`config.mk`:
```
export PLATFORM = sky130hd
export DESIGN_NAME = mem_access_ctrl_flat
export DESIGN_NICKNAME = d
export VERILOG_FILES = /design/src/rtl/mem_access_ctrl_if.sv /design/src/rtl/mem_access_ctrl.sv /design/src/flat_wrapper.sv
export SDC_FILE = /design/constraint.sdc
export NUM_CORES = 1
export LEC_CHECK = 0
export CAP_MARGIN = 20
export CORE_UTILIZATION = 49
export CTS_BUF_LIST = sky130_fd_sc_hd__clkbuf_8
export DETAILED_ROUTE_END_ITERATION = 10
export PLACE_DENSITY = 0.95
export SETUP_SLACK_MARGIN = 0.1
export SLEW_MARGIN = 25
export SYNTH_ARGS = -nofsm -noshare
export SYNTH_HDL_FRONTEND = slang
export SYNTH_SLANG_ARGS = --single-unit
```
`constraint.sdc`:
```
create_clock -name clk -period 3.55 [get_ports clk]
set_input_delay 0.71 -clock clk [delete_from_list [all_inputs] [get_ports clk]]
set_output_delay 0.71 -clock clk [all_outputs]
set_load 0.03 [all_outputs]
```
`src/rtl/mem_access_ctrl_if.sv`:
```
// mem_access_ctrl_if
// SRAM-like data bus between the MEM-stage load/store sequencer (master)
// and the data memory or cache (slave).
//
// Handshake: the master raises data_req and holds data_wr, data_size,
// data_wstrb, data_addr and data_wdata stable until the slave answers
// with data_addr_ok; the request is accepted on the clock edge where
// data_req and data_addr_ok are both high. The transaction completes on
// the edge where data_data_ok is high: read data sits on data_rdata in
// that cycle, and for a write it marks completion. data_addr_ok and
// data_data_ok may arrive in the same cycle. At most one transaction is
// outstanding at any time.
//
// Signals:
//   data_req      master->slave  request valid
//   data_wr       master->slave  1 = write, 0 = read
//   data_size     master->slave  0 = byte, 1 = half, 2 = word
//   data_wstrb    master->slave  byte enables for writes
//   data_addr     master->slave  access address
//   data_wdata    master->slave  store data, replicated across lanes
//   data_addr_ok  slave->master  address accepted
//   data_data_ok  slave->master  read data returned / write completed
//   data_rdata    slave->master  read data
interface mem_access_ctrl_if #(
    parameter int ADDR_W = 32
);
    logic              data_req;
    logic              data_wr;
    logic [1:0]        data_size;
    logic [3:0]        data_wstrb;
    logic [ADDR_W-1:0] data_addr;
    logic [31:0]       data_wdata;
    logic              data_addr_ok;
    logic              data_data_ok;
    logic [31:0]       data_rdata;

    modport master (
        output data_req, data_wr, data_size, data_wstrb, data_addr, data_wdata,
        input  data_addr_ok, data_data_ok, data_rdata
    );

    modport slave (
        input  data_req, data_wr, data_size, data_wstrb, data_addr, data_wdata,
        output data_addr_ok, data_data_ok, data_rdata
    );
endinterface

```
`src/rtl/mem_access_ctrl.sv`:
```
// mem_access_ctrl
// Load/store sequencer for the MEM stage. Issues one bus transaction per
// valid, aligned load/store, stalls the pipeline while it is outstanding,
// generates store byte strobes, flags misaligned accesses and returns the
// size-selected, extended load word.
//
// Ports:
//   clk, rst      clock and synchronous active-high reset
//   memvalidM     MEM-stage instruction is a valid load/store
//   opM           opcode (LB/LH/LW/LBU/LHU/SB/SH/SW)
//   addrM         effective address
//   writedataM    store source value
//   flushM        flush of the MEM stage
//   stallM        hold the pipeline
//   loadresultM   extended load result, updated on each completed load
//   adelM/adesM   load/store address error
//   bus           data bus master port
//   state_dbg     current FSM state (IDLE=0 REQ=1 WAIT=2 DONE=3 DRAIN=4)
module mem_access_ctrl #(
    parameter int ADDR_W = 32
) (
    input  logic              clk,
    input  logic              rst,
    input  logic              memvalidM,
    input  logic [5:0]        opM,
    input  logic [ADDR_W-1:0] addrM,
    input  logic [31:0]       writedataM,
    input  logic              flushM,
    output logic              stallM,
    output logic [31:0]       loadresultM,
    output logic              adelM,
    output logic              adesM,
    mem_access_ctrl_if.master bus,
    output logic [2:0]        state_dbg
);
    localparam logic [5:0] OP_LB  = 6'b100000;
    localparam logic [5:0] OP_LH  = 6'b100001;
    localparam logic [5:0] OP_LW  = 6'b100011;
    localparam logic [5:0] OP_LBU = 6'b100100;
    localparam logic [5:0] OP_LHU = 6'b100101;
    localparam logic [5:0] OP_SB  = 6'b101000;
    localparam logic [5:0] OP_SH  = 6'b101001;
    localparam logic [5:0] OP_SW  = 6'b101011;

    typedef enum logic [2:0] {
        S_IDLE  = 3'd0,
        S_REQ   = 3'd1,
        S_WAIT  = 3'd2,
        S_DONE  = 3'd3,
        S_DRAIN = 3'd4
    } state_t;

    state_t state, state_next;

    // Decode of the instruction currently in MEM.
    logic        is_load, is_store, misaligned, active, start;
    logic [1:0]  req_size;
    logic [3:0]  req_wstrb;
    logic [31:0] req_wdata;

    always_comb begin
        is_load    = 1'b0;
        is_store   = 1'b0;
        misaligned = 1'b0;
        req_size   = 2'd2;
        req_wstrb  = 4'b0000;
        req_wdata  = 32'h0;
        case (opM)
            OP_LB, OP_LBU: begin
                is_load  = 1'b1;
                req_size = 2'd0;
            end
            OP_LH, OP_LHU: begin
                is_load    = 1'b1;
                req_size   = 2'd1;
                misaligned = addrM[0];
            end
            OP_LW: begin
                is_load    = 1'b1;
                misaligned = |addrM[1:0];
            end
            OP_SB: begin
                is_store  = 1'b1;
                req_size  = 2'd0;
                req_wstrb = 4'b0001 << addrM[1:0];
                req_wdata = {4{writedataM[7:0]}};
            end
            OP_SH: begin
                is_store   = 1'b1;
                req_size   = 2'd1;
                misaligned = addrM[0];
                req_wstrb  = addrM[1] ? 4'b1100 : 4'b0011;
                req_wdata  = {2{writedataM[15:0]}};
            end
            OP_SW: begin
                is_store   = 1'b1;
                misaligned = |addrM[1:0];
                req_wstrb  = 4'b1111;
                req_wdata  = writedataM;
            end
            default: ;
        endcase
    end

    assign active = memvalidM & ~flushM;
    assign adelM  = active & is_load & misaligned;
    assign adesM  = active & is_store & misaligned;
    assign start  = active & (is_load | is_store) & ~misaligned;

    // Latched request: the bus sees these, never the live MEM-stage inputs.
    logic [5:0]        op_q;
    logic [ADDR_W-1:0] addr_q;
    logic              wr_q;
    logic [1:0]        size_q;
    logic [3:0]        wstrb_q;
    logic [31:0]       wdata_q;

    // Lane select and extension of returned read data.
    logic [7:0]  rd_byte;
    logic [15:0] rd_half;
    logic [31:0] load_val;

    always_comb begin
        rd_byte  = 8'h0;
        load_val = 32'h0;
        case (addr_q[1:0])
            2'd0: rd_byte = bus.data_rdata[7:0];
            2'd1: rd_byte = bus.data_rdata[15:8];
            2'd2: rd_byte = bus.data_rdata[23:16];
            default: rd_byte = bus.data_rdata[31:24];
        endcase
        rd_half = addr_q[1] ? bus.data_rdata[31:16] : bus.data_rdata[15:0];
        case (op_q)
            OP_LB:   load_val = {{24{rd_byte[7]}}, rd_byte};
            OP_LBU:  load_val = {24'h0, rd_byte};
            OP_LH:   load_val = {{16{rd_half[15]}}, rd_half};
            OP_LHU:  load_val = {16'h0, rd_half};
            default: load_val = bus.data_rdata;
        endcase
    end

    // A completion only counts when the stage was not flushed in that cycle.
    logic complete;
    assign complete = bus.data_data_ok & ~flushM &
                      (((state == S_REQ) & bus.data_addr_ok) | (state == S_WAIT));

    always_comb begin
        state_next = state;
        stallM     = 1'b0;
        case (state)
            S_IDLE: begin
                stallM = start;
                if (start) state_next = S_REQ;
            end
            S_REQ: begin
                stallM = 1'b1;
                if (bus.data_addr_ok) begin
                    if (bus.data_data_ok) state_next = flushM ? S_IDLE : S_DONE;
                    else                  state_next = S_WAIT;
                end else if (flushM) begin
                    state_next = S_IDLE;
                end
            end
            S_WAIT: begin
                stallM = 1'b1;
                if (bus.data_data_ok) state_next = flushM ? S_IDLE : S_DONE;
                else if (flushM)      state_next = S_DRAIN;
            end
            S_DONE: begin
                // Release for one cycle; always back to IDLE so the retiring
                // instruction cannot start a second transaction.
                state_next = S_IDLE;
            end
            S_DRAIN: begin
                // A new instruction must wait until the orphaned response is gone.
                stallM = memvalidM;
                if (bus.data_data_ok) state_next = S_IDLE;
            end
            default: state_next = S_IDLE;
        endcase
    end

    always_ff @(posedge clk) begin
        if (rst) begin
            state       <= S_IDLE;
            op_q        <= 6'h0;
            addr_q      <= '0;
            wr_q        <= 1'b0;
            size_q      <= 2'd0;
            wstrb_q     <= 4'b0000;
            wdata_q     <= 32'h0;
            loadresultM <= 32'h0;
        end else begin
            state <= state_next;
            if ((state == S_IDLE) && start) begin
                op_q    <= opM;
                addr_q  <= addrM;
                wr_q    <= is_store;
                size_q  <= req_size;
                wstrb_q <= req_wstrb;
                wdata_q <= req_wdata;
            end
            if (complete && !wr_q) loadresultM <= load_val;
        end
    end

    assign bus.data_req   = (state == S_REQ);
    assign bus.data_wr    = wr_q;
    assign bus.data_size  = size_q;
    assign bus.data_wstrb = wstrb_q;
    assign bus.data_addr  = addr_q;
    assign bus.data_wdata = wdata_q;
    assign state_dbg      = state;
endmodule
```
`src/flat_wrapper.sv`:
```
// flat-port wrapper written by rule: the top's interface ports become plain ports
module mem_access_ctrl_flat 
#(
    parameter int ADDR_W = 32
)
  (clk, rst, memvalidM, opM, addrM, writedataM, flushM, stallM, loadresultM, adelM, adesM, state_dbg, bus_data_req, bus_data_wr, bus_data_size, bus_data_wstrb, bus_data_addr, bus_data_wdata, bus_data_addr_ok, bus_data_data_ok, bus_data_rdata);
  mem_access_ctrl_if #(.ADDR_W(ADDR_W)) bus_i ();
  input  logic clk;
  input  logic rst;
  input  logic memvalidM;
  input  logic [5:0] opM;
  input  logic [ADDR_W-1:0] addrM;
  input  logic [31:0] writedataM;
  input  logic flushM;
  output logic stallM;
  output logic [31:0] loadresultM;
  output logic adelM;
  output logic adesM;
  output logic [2:0] state_dbg;
  output wire logic [$bits(bus_i.data_req)-1:0] bus_data_req;
  output wire logic [$bits(bus_i.data_wr)-1:0] bus_data_wr;
  output wire logic [$bits(bus_i.data_size)-1:0] bus_data_size;
  output wire logic [$bits(bus_i.data_wstrb)-1:0] bus_data_wstrb;
  output wire logic [$bits(bus_i.data_addr)-1:0] bus_data_addr;
  output wire logic [$bits(bus_i.data_wdata)-1:0] bus_data_wdata;
  input wire logic [$bits(bus_i.data_addr_ok)-1:0] bus_data_addr_ok;
  input wire logic [$bits(bus_i.data_data_ok)-1:0] bus_data_data_ok;
  input wire logic [$bits(bus_i.data_rdata)-1:0] bus_data_rdata;
  assign bus_data_req = bus_i.data_req;
  assign bus_data_wr = bus_i.data_wr;
  assign bus_data_size = bus_i.data_size;
  assign bus_data_wstrb = bus_i.data_wstrb;
  assign bus_data_addr = bus_i.data_addr;
  assign bus_data_wdata = bus_i.data_wdata;
  assign bus_i.data_addr_ok = bus_data_addr_ok;
  assign bus_i.data_data_ok = bus_data_data_ok;
  assign bus_i.data_rdata = bus_data_rdata;
  mem_access_ctrl #(.ADDR_W(ADDR_W)) u_core (.clk(clk), .rst(rst), .memvalidM(memvalidM), .opM(opM), .addrM(addrM), .writedataM(writedataM), .flushM(flushM), .stallM(stallM), .loadresultM(loadresultM), .adelM(adelM), .adesM(adesM), .bus(bus_i), .state_dbg(state_dbg));
endmodule
```
==> reports/metrics.cfg <==
[cts]
cts_tree=yes
cts_resized=0
cts_max_path_buffers=2
postCtsHoldBufs=0
cts-root-buf=clkbuf_8
htreeDepth=3
clk_latency_ps=380
postCtsSetupBuffers=0
cts_sinks=112
clkTransAtPathRegs_ps=100
cts_buffers=9

[detailed_routing]
antenna_left=0
num_vias=5422
drc_errors=0
wl_per_cell_um=16.56
drt_iter0_markers=470
routed_wirelength_mm=16.26
vias_per_cell=5.521
drt_first_pass_iters=5

[layout]
final_common_cell=clkdlybuf4s50_1
design_area_um2=7971
drive_gt1_frac=0.06770
layout_common_cells=clkdlybuf4s50_1, nand2_1, dfxtp_1
area.growth.synth_to_final_pct=44.89
utilization=0.7321
fillers=790
diodes=0
fin_nets=945

[power_and_ir_drop]
p_per_area_nw_per_um2=317.9
vdd_drop_max_v=0.0002603
power_leakage_nw=3.092

[worst_setup_path]
r2r_slack_ps=1210
crit_family=buffers and inverters
cpMostUsedCell=clkdlybuf4s50_1
crit_fanout=4
start_kind=input port
reg2reg_depth=4
timing_worst_setup_path_type=input port to primary output
crit_buf_inv=2
r2r-start=u_core.bus.data_addr[1]
crit_slowest_cell=clkdlybuf4s50_1
arrival_ps=2600
path_cells=clkdlybuf4s50_1, nand2b_1, o22a_1, o211ai_4, o21ai_0, clkdlybuf4s50_1
end_kind=primary output
required_ps=2840
cp_slowest_stage_delay_ps=600
r2r-end=u_core.loadresultM[8]
cp-startpoint=opM[1]

[logic_synthesis]
async_reset_ff_frac=0
ys_seq_area_frac=0.4076
ys_seq_elements=112
ys_warn_count=0
yosysUniqueCellTypes=52
synth_area_leaders=dfxtp_1, mux2i_1, nand2_1, a21oi_1, o21ai_0
synth_ff_type=dfxtp_1
netlist_instances=648
syn_nets=756
synthesis.area_um2=5502
yosys.area.top_type_share=0.4076
syn_area_per_cell_um2=8.490
synth_edf_count=0
synth_top_area_cell=dfxtp_1

[floorplanning]
coreArea_um2=10890
die_width_um=108.0
die_y_um=108.0
rows=38
initial_core_util=0.5053
die-area_um2=11660
io_pins=218

[place]
routabilityCongestion=0.8635
dpl.hpwl_mm=11.95
place_area_um2=7716
portBuffers=217

[timing]
final-max-slew-violation-count=0
clock_skew_ps=10.27
setup_tns_ps=0
fin_crit_sh=0.9317
hold_slack_ps=462.9
finalCriticalPeriod_ps=3308
rsz0062_at_grt=no
fmax_ghz=0.3023
worst_pin_slew_ps=995.8
finalHoldViolations=0
timing.slew.headroom=0.3337
setup_viol=0

[hold_path]
hold_path.class=flop to flop
whs_path_depth=2
hold_path_end=u_core.bus.data_wstrb[0]
worstHoldStart=u_core.bus.data_wstrb[0]

[flow_run]
drv_cap=0

[global_route]
antenna_found_initial=0
grt_usage=0.2745
grt_overflow_total=0
grt_pass1_wl_mm=25.10
grt_pass1_vias=5153
grt_max_degree=59

[outcome]
status=complete, no violations

sequential cells by signal, indices dropped and copies added, names as in the netlist:
register / cells
u_core.bus.data_addr: 32
u_core.bus.data_wdata: 32
u_core.loadresultM: 32
u_core.op_q: 6
u_core.bus.data_wstrb: 4
u_core.state_dbg: 3
u_core.bus.data_size: 2
u_core.bus.data_wr: 1
where the power goes:
part	total (mW)	switching (mW)	leakage (nW)	internal (mW)
Clock	0.933	0.454	0.126	0.479
Sequential	1.27	0.00532	0.902	1.26
Combinational	0.334	0.155	2.06	0.179
Total	2.53	0.614	3.09	1.92
kinds of logic after synthesis:
group | Yosys count | share of synthesized area
AOI/OAI and AO/OA | 122 | 0.1512
and+or+nand+nor | 253 | 0.2126
buffers and inverters | 69 | 0.05686
muxes | 92 | 0.1717
DFF | 112 | 0.4076
routing by layer:
metal / wire length, um / vias to the layer above / track usage
li1: - / 2622 / -
met2: 7530 / 250 / 0.4422
met5: 0 / - / 0
met3: 1154 / 47 / 0.06329
met4: 676 / 0 / 0.1370
met1: 6902 / 2503 / 0.3438
how the worst max path moves through the flow:
stage | end | cells after the start
6_report | stallM | 6
5_1_grt | stallM | 6
4_1_cts | stallM | 6
3_5_place_dp | stallM | 6
3_3_place_gp | stallM | 6
2_1_floorplan | adelM | 4
synth_stat cells, types with 6 or more instances:
| library cell | n |
|---|---|
| a21oi_1 | 32 |
| a22o_1 | 8 |
| a32o_1 | 8 |
| buf_2 | 13 |
| clkbuf_1 | 28 |
| dfxtp_1 | 112 |
| inv_1 | 17 |
| mux2_2 | 9 |
| mux2i_1 | 82 |
| nand2_1 | 163 |
| nand2b_1 | 16 |
| nand3_1 | 14 |
| nand3b_1 | 15 |
| nor2_1 | 12 |
| nor3_1 | 6 |
| o21ai_0 | 31 |
| o22ai_1 | 7 |
| o2bb2ai_1 | 8 |
| or2_2 | 6 |
tightest hold or removal path, delay by kind of cell (launching register included):
family | cells | cell delay, ps
muxes | 1 | 50
and+or+nand+nor | 1 | 50
DFF | 1 | 320
through the flow:
stage | setup slack (ps) | power, mW | std cells
floorplan | 706.9 | 1.443 | 648
global placement | 202.3 | 1.620 | 966
detailed placement | 144.6 | 1.624 | 966
CTS | 129.7 | 2.546 | 982
global route | 152.2 | 2.620 | 982
finish | 242.3 | 2.534 | 982
final cells by class:
cell class,count,area [um2],share of cell area
Timing Repair Buffer,230,2277,0.2857
Clock buffer,9,123.9,0.01554
Multi-Input combinational cell,467,2959,0.3712
Sequential cell,112,2242,0.2813
Clock inverter,7,127.6,0.01601
Inverter,17,66.31,0.008319
Tap cell,140,175.2,0.02197
Power figures use the tool's default switching activity.
